<file path="config.mk">
export PLATFORM = sky130hd
export DESIGN_NAME = mem_ctrl_flat
export DESIGN_NICKNAME = d
export VERILOG_FILES = /design/src/rtl/mem_ctrl_pkg.sv /design/src/rtl/mem_ctrl_if.sv /design/src/rtl/mem_ctrl_fetch_asm.sv /design/src/rtl/mem_ctrl.sv /design/src/flat_wrapper.sv
export SDC_FILE = /design/constraint.sdc
export NUM_CORES = 1
export LEC_CHECK = 0
export ABC_CLOCK_PERIOD_IN_PS = 3200
export BUFFER_PORTS_ARGS = -buffer_cell sky130_fd_sc_hd__buf_2
export CORE_ASPECT_RATIO = 0.9
export CORE_MARGIN = 10
export CORE_UTILIZATION = 45
export DETAILED_ROUTE_END_ITERATION = 12
export GPL_TIMING_DRIVEN = 0
export PLACE_DENSITY_LB_ADDON = 0.2
export SLEW_MARGIN = 20
export SYNTH_ARGS = -nofsm -noshare
export SYNTH_HDL_FRONTEND = slang
export SYNTH_SLANG_ARGS = --single-unit
</file>
<file path="constraint.sdc">
create_clock -name clk -period 3.2 [get_ports clk]
set_input_delay 0.64 -clock clk [delete_from_list [all_inputs] [get_ports clk]]
set_output_delay 0.64 -clock clk [all_outputs]
set_load 0.01 [all_outputs]
</file>
<file path="src/rtl/mem_ctrl_pkg.sv">
// mem_ctrl_pkg: shared types and constants for the byte-wide RAM controller.
// Contents: fetch FSM state encoding, default RAM address width, the logic
// true/false constants and the fetch byte-address helper.
package mem_ctrl_pkg;

  localparam int   RAM_AW_DEF = 17;
  localparam logic TRUE       = 1'b1;
  localparam logic FALSE      = 1'b0;

  // F0..F3 issue byte k of the word, F1..F4 capture byte k-1.
  typedef enum logic [2:0] {
    ST_IDLE = 3'd0,
    ST_F0   = 3'd1,
    ST_F1   = 3'd2,
    ST_F2   = 3'd3,
    ST_F3   = 3'd4,
    ST_F4   = 3'd5,
    ST_DONE = 3'd6
  } fetch_st_t;

  // Full 32-bit byte address of byte k of a fetch at base. The caller
  // truncates it, so the address wraps at the top of the RAM.
  function automatic logic [31:0] byte_addr(input logic [31:0] base,
                                            input logic [1:0]  k);
    return base + {30'd0, k};
  endfunction

endpackage

</file>
<file path="src/rtl/mem_ctrl_if.sv">
// mem_ctrl_if: CPU-side bundle of the RAM controller (IF fetch + MEM access).
// master: pipeline side (drives requests, receives instruction/read data).
// slave : controller side. Latency/backpressure are defined by mem_ctrl.
interface mem_ctrl_if;
  import mem_ctrl_pkg::*;

  // instruction fetch
  logic        if_req_i;
  logic [31:0] if_addr_i;
  logic        if_flush_i;
  logic [31:0] if_inst_o;
  logic        if_done_o;

  // MEM stage byte access
  logic        mem_req_i;
  logic [31:0] mem_addr_i;
  logic        mem_wr_i;
  logic [7:0]  mem_wdata_i;
  logic [7:0]  mem_rdata_o;

  modport master (
    output if_req_i, if_addr_i, if_flush_i,
    input  if_inst_o, if_done_o,
    output mem_req_i, mem_addr_i, mem_wr_i, mem_wdata_i,
    input  mem_rdata_o
  );

  modport slave (
    input  if_req_i, if_addr_i, if_flush_i,
    output if_inst_o, if_done_o,
    input  mem_req_i, mem_addr_i, mem_wr_i, mem_wdata_i,
    output mem_rdata_o
  );

endinterface

</file>
<file path="src/rtl/mem_ctrl_fetch_asm.sv">
// mem_ctrl_fetch_asm: fetch FSM assembling a 32-bit little-endian word from
// four byte reads. Latency: request sampled in IDLE -> done pulse 6 cycles
// later. Backpressure: any MEM request or flush aborts and restarts the fetch.
// Ports: clk/rst; if_req_i/if_addr_i/if_flush_i fetch request; mem_req_i
// port-steal indication; ram_din_i read byte; if_inst_o/if_done_o result;
// fetch_vld_o/fetch_addr_o the byte address the fetch wants on the RAM port.
module mem_ctrl_fetch_asm
  import mem_ctrl_pkg::*;
#(
  parameter int          RAM_AW    = RAM_AW_DEF,
  parameter logic [31:0] BOOT_INST = 32'h0
) (
  input  logic              clk,
  input  logic              rst,
  input  logic              if_req_i,
  input  logic [31:0]       if_addr_i,
  input  logic              if_flush_i,
  input  logic              mem_req_i,
  input  logic [7:0]        ram_din_i,
  output logic [31:0]       if_inst_o,
  output logic              if_done_o,
  output logic              fetch_vld_o,
  output logic [RAM_AW-1:0] fetch_addr_o
);

  fetch_st_t   state_q;
  logic [31:0] fa_q;
  logic [7:0]  b0_q, b1_q, b2_q;
  logic [31:0] inst_q;

  logic        start;
  logic        abort;
  logic [1:0]  k;
  logic [31:0] fetch_sum;
  logic [31-RAM_AW:0] unused_fetch_hi;

  assign start = if_req_i & ~mem_req_i & ~if_flush_i;
  // MEM wins the port on a simultaneous flush; either way the fetch restarts.
  assign abort = mem_req_i | if_flush_i;

  always_ff @(posedge clk) begin
    if (rst) begin
      state_q <= ST_IDLE;
      fa_q    <= '0;
      b0_q    <= '0;
      b1_q    <= '0;
      b2_q    <= '0;
      inst_q  <= BOOT_INST;
    end else begin
      case (state_q)
        ST_IDLE: begin
          if (start) begin
            fa_q    <= if_addr_i;
            state_q <= ST_F0;
          end
        end
        ST_F0, ST_F1, ST_F2, ST_F3, ST_F4: begin
          if (abort) begin
            // partial bytes are discarded; the restart re-latches the address
            state_q <= ST_IDLE;
            b0_q    <= '0;
            b1_q    <= '0;
            b2_q    <= '0;
          end else begin
            case (state_q)
              ST_F0: state_q <= ST_F1;
              ST_F1: begin
                b0_q    <= ram_din_i;
                state_q <= ST_F2;
              end
              ST_F2: begin
                b1_q    <= ram_din_i;
                state_q <= ST_F3;
              end
              ST_F3: begin
                b2_q    <= ram_din_i;
                state_q <= ST_F4;
              end
              default: begin
                // F4: the byte on ram_din_i is b3, the most significant
                inst_q  <= {ram_din_i, b2_q, b1_q, b0_q};
                state_q <= ST_DONE;
              end
            endcase
          end
        end
        ST_DONE: state_q <= ST_IDLE;
        default: state_q <= ST_IDLE;
      endcase
    end
  end

  // Byte index currently being issued; only F0..F3 drive the RAM port.
  always_comb begin
    k           = 2'd0;
    fetch_vld_o = FALSE;
    case (state_q)
      ST_F0: begin k = 2'd0; fetch_vld_o = TRUE; end
      ST_F1: begin k = 2'd1; fetch_vld_o = TRUE; end
      ST_F2: begin k = 2'd2; fetch_vld_o = TRUE; end
      ST_F3: begin k = 2'd3; fetch_vld_o = TRUE; end
      default: ;
    endcase
  end

  assign fetch_sum       = byte_addr(fa_q, k);
  assign fetch_addr_o    = fetch_sum[RAM_AW-1:0];
  assign unused_fetch_hi = fetch_sum[31:RAM_AW];

  // A flush in the DONE cycle means the word is stale: suppress the pulse.
  assign if_inst_o = inst_q;
  assign if_done_o = (state_q == ST_DONE) & ~if_flush_i & ~rst;

endmodule

</file>
<file path="src/rtl/mem_ctrl.sv">
// mem_ctrl: single-port byte-wide RAM controller shared by MEM and fetch.
// Latency: MEM path zero added latency; fetch word done 6 cycles after request.
// Backpressure: MEM has absolute priority and aborts any fetch in progress.
// Ports: clk/rst; bus (mem_ctrl_if.slave) carries the IF and MEM stage
// signals; ram_addr_o/ram_wr_o/ram_dout_o drive the RAM, ram_din_i is the
// RAM read byte valid one cycle after its address.
module mem_ctrl
  import mem_ctrl_pkg::*;
#(
  parameter int          RAM_AW    = RAM_AW_DEF,
  parameter logic [31:0] BOOT_INST = 32'h0
) (
  input  logic              clk,
  input  logic              rst,
  mem_ctrl_if.slave         bus,
  output logic [RAM_AW-1:0] ram_addr_o,
  output logic              ram_wr_o,
  output logic [7:0]        ram_dout_o,
  input  logic [7:0]        ram_din_i
);

  logic              fetch_vld;
  logic [RAM_AW-1:0] fetch_addr;
  logic [31-RAM_AW:0] unused_mem_hi;

  mem_ctrl_fetch_asm #(
    .RAM_AW    (RAM_AW),
    .BOOT_INST (BOOT_INST)
  ) u_fetch (
    .clk          (clk),
    .rst          (rst),
    .if_req_i     (bus.if_req_i),
    .if_addr_i    (bus.if_addr_i),
    .if_flush_i   (bus.if_flush_i),
    .mem_req_i    (bus.mem_req_i),
    .ram_din_i    (ram_din_i),
    .if_inst_o    (bus.if_inst_o),
    .if_done_o    (bus.if_done_o),
    .fetch_vld_o  (fetch_vld),
    .fetch_addr_o (fetch_addr)
  );

  // Port mux: reset parks the port, then MEM, then the fetch byte.
  always_comb begin
    ram_addr_o = '0;
    ram_wr_o   = FALSE;
    ram_dout_o = '0;
    if (!rst) begin
      if (bus.mem_req_i) begin
        ram_addr_o = bus.mem_addr_i[RAM_AW-1:0];
        ram_wr_o   = bus.mem_wr_i;
        ram_dout_o = bus.mem_wdata_i;
      end else if (fetch_vld) begin
        ram_addr_o = fetch_addr;
      end
    end
  end

  assign unused_mem_hi   = bus.mem_addr_i[31:RAM_AW];
  // MEM does its own byte sequencing; read data passes straight through.
  assign bus.mem_rdata_o = ram_din_i;

endmodule

</file>
<file path="src/flat_wrapper.sv">
// flat-port wrapper written by rule: the top's interface ports become plain ports
module mem_ctrl_flat import mem_ctrl_pkg::*;
#(
  parameter int          RAM_AW    = RAM_AW_DEF,
  parameter logic [31:0] BOOT_INST = 32'h0
)
  (clk, rst, ram_addr_o, ram_wr_o, ram_dout_o, ram_din_i, bus_if_req_i, bus_if_addr_i, bus_if_flush_i, bus_if_inst_o, bus_if_done_o, bus_mem_req_i, bus_mem_addr_i, bus_mem_wr_i, bus_mem_wdata_i, bus_mem_rdata_o);
  mem_ctrl_if bus_i ();
  input  logic clk;
  input  logic rst;
  output logic [RAM_AW-1:0] ram_addr_o;
  output logic ram_wr_o;
  output logic [7:0] ram_dout_o;
  input  logic [7:0] ram_din_i;
  input wire logic [$bits(bus_i.if_req_i)-1:0] bus_if_req_i;
  input wire logic [$bits(bus_i.if_addr_i)-1:0] bus_if_addr_i;
  input wire logic [$bits(bus_i.if_flush_i)-1:0] bus_if_flush_i;
  output wire logic [$bits(bus_i.if_inst_o)-1:0] bus_if_inst_o;
  output wire logic [$bits(bus_i.if_done_o)-1:0] bus_if_done_o;
  input wire logic [$bits(bus_i.mem_req_i)-1:0] bus_mem_req_i;
  input wire logic [$bits(bus_i.mem_addr_i)-1:0] bus_mem_addr_i;
  input wire logic [$bits(bus_i.mem_wr_i)-1:0] bus_mem_wr_i;
  input wire logic [$bits(bus_i.mem_wdata_i)-1:0] bus_mem_wdata_i;
  output wire logic [$bits(bus_i.mem_rdata_o)-1:0] bus_mem_rdata_o;
  assign bus_i.if_req_i = bus_if_req_i;
  assign bus_i.if_addr_i = bus_if_addr_i;
  assign bus_i.if_flush_i = bus_if_flush_i;
  assign bus_if_inst_o = bus_i.if_inst_o;
  assign bus_if_done_o = bus_i.if_done_o;
  assign bus_i.mem_req_i = bus_mem_req_i;
  assign bus_i.mem_addr_i = bus_mem_addr_i;
  assign bus_i.mem_wr_i = bus_mem_wr_i;
  assign bus_i.mem_wdata_i = bus_mem_wdata_i;
  assign bus_mem_rdata_o = bus_i.mem_rdata_o;
  mem_ctrl #(.RAM_AW(RAM_AW), .BOOT_INST(BOOT_INST)) u_core (.clk(clk), .rst(rst), .bus(bus_i), .ram_addr_o(ram_addr_o), .ram_wr_o(ram_wr_o), .ram_dout_o(ram_dout_o), .ram_din_i(ram_din_i));
endmodule
</file>
* After elaboration in Yosys (flattened, before gate mapping)
Cells that the tools add are included.
** Word-level totals
- Bits in registers :: 76
- Input bits :: 86
- Output and inout port bits :: 67
- Logic and storage cells :: 54
** Cells by class
- Add/subtract/negate cells :: 1
- Eq/ne operators :: 7
- Mux-type cells :: 19
- Bitwise logic cells :: 10
- Reduce and logical (&&, ||, !) cells :: 11
** Operator list (count)
- 2-to-1 mux 8 bit :: 8
- 2-to-1 mux 17 bit :: 3
- adder 17 x 2 -> 17 bit :: 1
- one-hot mux 3 bit (4 select lines) :: 1
- equality test 3 bit (second input constant) :: 3
- AND reduction 2 bit :: 4
- equality test 3 x 2 -> 1 bit (second input constant) :: 2
- 2-to-1 mux 3 bit :: 2
- one-hot mux 2 bit (3 select lines) :: 1
- one-hot mux 3 bit (2 select lines) :: 1
- nonzero test 2 bit :: 3
- NOT 1 bit :: 5
- OR reduction 5 bit :: 1
- AND 1 bit :: 4
- OR reduction 4 bit :: 1
- equality test 3 x 1 -> 1 bit (second input constant) :: 1
- zero test 3 bit :: 1
- 2-to-1 mux 1 bit :: 3
- AND reduction 3 bit :: 1
- != test 2 bit (second input constant) :: 1
- OR 1 bit :: 1

* Longest topological paths before layout
- Word-level depth :: 6
- Gate-level depth with buffers :: 10

* Cells and area by module
Synthesis repeated with hierarchy kept, for this count alone.
** Unflattened totals
- Cells, all modules :: 403
- Area total of the unflattened synthesis :: 3603.5 um^2
** By module, submodules not included
- mem_ctrl_fetch_asm :: times used 1, cells each 361, area each 3249.4 um^2, seq. area each 1521.5 um^2
- mem_ctrl :: times used 1, cells each 42, area each 354.1 um^2, seq. area each 0.0 um^2

* Worst setup path after synthesis
OpenSTA, ideal clock, no wires.
- Path kind :: register to output
- From :: reg u_core.u_fetch.state_q[2]
- To :: out ram_addr_o[16]
- Arrival :: 2.037 ns
- Data required time :: 2.560 ns
- Slack :: 0.523 ns
- Stages on the path, launching flop included :: 11
- Cell sequence :: dfxtp_1 buf_2 inv_1 nand2_1 a21oi_1 ha_1 fa_1 and4_1 nand3_1 or4_1 nand3_1
** On the way
- Cells in the longest elaborated chain, start to end :: 6
- Elaborated cells on any way between the ends :: 11
- Those cells by class :: add/sub: 1; eq/ne: 4; mux: 5; reduce/logical: 1
** RTL lines
- from (decl) :: RTL line mem_ctrl_fetch_asm.sv:26 : fetch_st_t state_q;
- from (signal assigned) :: RTL line mem_ctrl_fetch_asm.sv:43 : state_q <= ST_IDLE;
- from (signal assigned) :: RTL line mem_ctrl_fetch_asm.sv:54 : state_q <= ST_F0;
- from (signal assigned) :: RTL line mem_ctrl_fetch_asm.sv:60 : state_q <= ST_IDLE;
- equality test 3 bit, or another cell as far along :: RTL line mem_ctrl_fetch_asm.sv:97 : case (state_q)
- one-hot mux 2 bit (3 select lines) / OR reduction 4 bit (equally long branches)
- adder 17 x 2 -> 17 bit / 2-to-1 mux 1 bit (equally long branches) :: RTL line mem_ctrl_pkg.sv:25, mem_ctrl_fetch_asm.sv:97
- 2-to-1 mux 17 bit (*) :: RTL line mem_ctrl.sv:53 : end else if (fetch_vld) begin
- 2-to-1 mux 17 bit (*) :: RTL line mem_ctrl.sv:49 : if (bus.mem_req_i) begin
- 2-to-1 mux 17 bit (*) :: RTL line mem_ctrl.sv:48 : if (!rst) begin
- to (decl) :: RTL line flat_wrapper.sv:11 : output logic [RAM_AW-1:0] ram_addr_o;
Every way passes the cells marked *; elsewhere a longest branch is shown, timed or not.

* Final worst setup path
- From :: reg u_core.u_fetch.state_q[1]
- To :: out ram_addr_o[16]
Same word-level chain as after synthesis.

==> impl_metrics.ini <==
[status]
status = completed

[sta]
worst_slew_margin_rel_pct = 46.9
setup_violations = 0
clock_skew_ps = 9.00
setup_tns_ps = 0
period_minus_slack_ps = 3100
fmax_ghz = 0.323
period_share_pct = 96.8
rsz0062_at_grt = yes
worstMarginPinSlew_ps = 792
hold_violations = 0
setup_ws_ps = 103
maxSlewViolCount = 0

[routing]
drtPass1Iterations = 4
dr_total_vias = 3418
wl_per_cell_um = 15.1
drc = 0
ant_nets = 0
via_per_inst = 5.14
drt_iter0_drc = 199
postRouteWirelength_um = 10000

[pwr]
ir_drop_mv = 0.253
p_per_area_nw_per_um2 = 405
p_leak_nw = 2.11

[die]
die_w_um = 113
num_rows = 30
die_h_um = 103
start_util_pct = 46.2
die_area_um2 = 11600
coreArea_um2 = 7510
io_pins = 153

[final_layout]
drive_gt1_share_pct = 30.4
area_growth_pct = 28.7
multi_input_area_um2 = 1770
layout_common_cells = buf_2 (129), nand2_1 (84), dfxtp_1 (74)
layout.cells.non_filler = 665
n_fill_cell = 721
final_common_cell = buf_2
regArea_um2 = 1520
n_antenna_cell = 0
fin_nets = 653

[global_routing]
grt_overflow = 0
grt_pass1_vias = 3305
use_met3_pct = 5.42
grt_usage_pct = 16.8
grt_first_pass_wirelength_um = 16200
grt_busiest_layer = met2
antenna_found_initial = 0
grt_use_met2_pct = 29.3
grt_max_degree = 16
met1_usage_pct = 19.8

[cts]
clock_sinks = 76
cts_tree = yes
cts_buffers = 9
clock-root-buffer = clkbuf_8
cts_buffer_depth = 2
holdBufCountCts = 0
clkTransAtPathRegs_ps = 80
clkLatencyLatePin_ps = 350
htreeDepth = 3

[setup_path]
worstSetupPathType = reg -> out
cp_slowest_cell = or4_1
critPathMaxStageDelay_ps = 400
cp_top_family = simple AND/OR/NAND/NOR gates
worst_setup_path_end_kind = primary output
required_ps = 2560
path_max_fanout = 10
arrival_ps = 2460
crit_buf_inv = 2
path_cells = buf_6 > nand2b_4 > a21oi_2 > ha_2 > fa_2 > and4_4 > nand3_2 > or4_1 > nand3_1 > buf_2
cp-start-kind = flip-flop
rrSetupSlack_ps = 1340

[synth]
syn_area_um2 = 3470
yosysSeqAreaShare_pct = 43.9
yosysUniqueCellTypes = 35
synth.avg_cell_area_um2 = 8.12
ys_ff_latch = 76
netlist_instances = 427
yosysWarnings = 0
syn_nets = 516

[placement]
dp_hpwl_um = 7670
port_buffers = 121
dp.cells = 644
pre_cts_ws_ps = 171
routabilityCongestion = 0.872

[worst_hold_path]
min_path_type = reg -> reg

[flow_run]
cap_violations = 0
==> report_power, final <==
group          switching, mW  total, mW  internal, mW  leakage [nW]
registers             0.0100      0.965         0.955         0.614
logic                 0.0890      0.162        0.0728          1.41
clock network          0.388      0.680         0.292        0.0840
total                  0.487       1.81          1.32          2.11
==> per-layer routing <==
layer	vias up	routed length (um)	share of wire (%)
li1	1715	-	-
met1	1615	4320	43
met2	77	5010	50
met3	11	571	5.7
met4	0	102	1.0
met5	-	0	0
==> cell type report <==
| type | instances | area share, % |
|---|---|---|
| plain buffers | 38 | 4.51 |
| multi-input cells | 310 | 39.7 |
| flip-flops and latches | 76 | 34.2 |
| well taps | 96 | 2.69 |
| clock inverters | 7 | 1.35 |
| repair buffers | 126 | 14.4 |
| clock buffers | 9 | 2.78 |
| inverters | 3 | 0.365 |
==> what timing repair did <==
| action | 4_1_cts | 5_1_grt |
|---|---|---|
| resized for setup | 9 | 9 |
| setup endpoints to repair | 7 | 6 |
| buffers inserted | 4 | 1 |
| pin swaps | 3 | 4 |
==> kinds of logic after synthesis <==
family | Yosys count | synth area share [%]
flops | 76 | 43.9
buf+inv | 41 | 5.70
xor+xnor | 11 | 2.78
mux | 33 | 9.53
fa+ha+maj | 3 | 1.30
simple gates | 192 | 25.3
compound gates | 71 | 11.5
==> synthesized netlist by cell type <==
cell type  count  area (um^2)
xor2_1        10         87.6
nor4_1         2         12.5
a21oi_1       44          220
nand2b_1       2         12.5
nor2b_1        1         6.26
xnor2_1        1         8.76
nor3_1         2         10.0
buf_4          8         60.1
or3_1          1         6.26
buf_2         11         55.1
ha_1           2         25.0
o21ai_0       12         60.1
mux2i_1       33          330
or3b_4         1         11.3
a211o_1        2         17.5
nand2_1       85          319
a21o_1         2         15.0
o21bai_1       1         7.51
and4_1         3         26.3
or4_1          4         30.0
and3_1         2         12.5
inv_1          3         11.3
fa_1           1         20.0
nor2_1        36          135
dfxtp_1       76         1520
nand4_1        4         25.0
o211ai_1       4         30.0
a211oi_1       1         7.51
a22o_1         2         17.5
nand3_1       29          145
a221o_1        1         10.0
clkbuf_1      19         71.3
o22ai_1        2         12.5
or2_2          1         6.26
and2_1        19          119
==> worst paths after layout <==
check                               start                            to  cells past startpoint
max             u_core.u_fetch.state_q[1]                ram_addr_o[16]                     10
max reg2reg     u_core.u_fetch.state_q[1]        u_core.u_fetch.fa_q[9]                      7
min          u_core.u_fetch.if_inst_o[15]  u_core.u_fetch.if_inst_o[15]                      2
min reg2reg  u_core.u_fetch.if_inst_o[15]  u_core.u_fetch.if_inst_o[15]                      2
==> tightest hold or removal path: cells and delay by family (launching register included) <==
| family | cells | cell delay, ps |
|---|---|---|
| DFF | 1 | 310 |
| and+or+nand+nor | 1 | 50 |
| AOI/OAI and AO/OA | 1 | 50 |
==> sequential cells by signal (all words and copies together), names as in the netlist <==
| register | cells |
|---|---|
| u_core.u_fetch.b1_q | 8 |
| u_core.u_fetch.b0_q | 8 |
| u_core.u_fetch.fa_q | 17 |
| u_core.u_fetch.b2_q | 8 |
| u_core.u_fetch.if_inst_o | 32 |
| u_core.u_fetch.state_q | 3 |
==> metrics by stage <==
| stage | cell area (um^2) | hold slack (ps) | utilization (%) | total power [mW] |
|---|---|---|---|---|
| 3_5_place_dp | 4190 | 445 | 55.8 | 1.15 |
| 6_report | 4460 | 452 | 59.4 | 1.81 |
| 5_1_grt | 4460 | 479 | 59.4 | 1.88 |
| 2_1_floorplan | 3470 | 432 | - | 1.07 |
| 3_3_place_gp | 4190 | 441 | 55.8 | 1.14 |
| 4_1_cts | 4430 | 458 | 59.0 | 1.81 |
No activity file was read; power rests on OpenSTA's default activity.
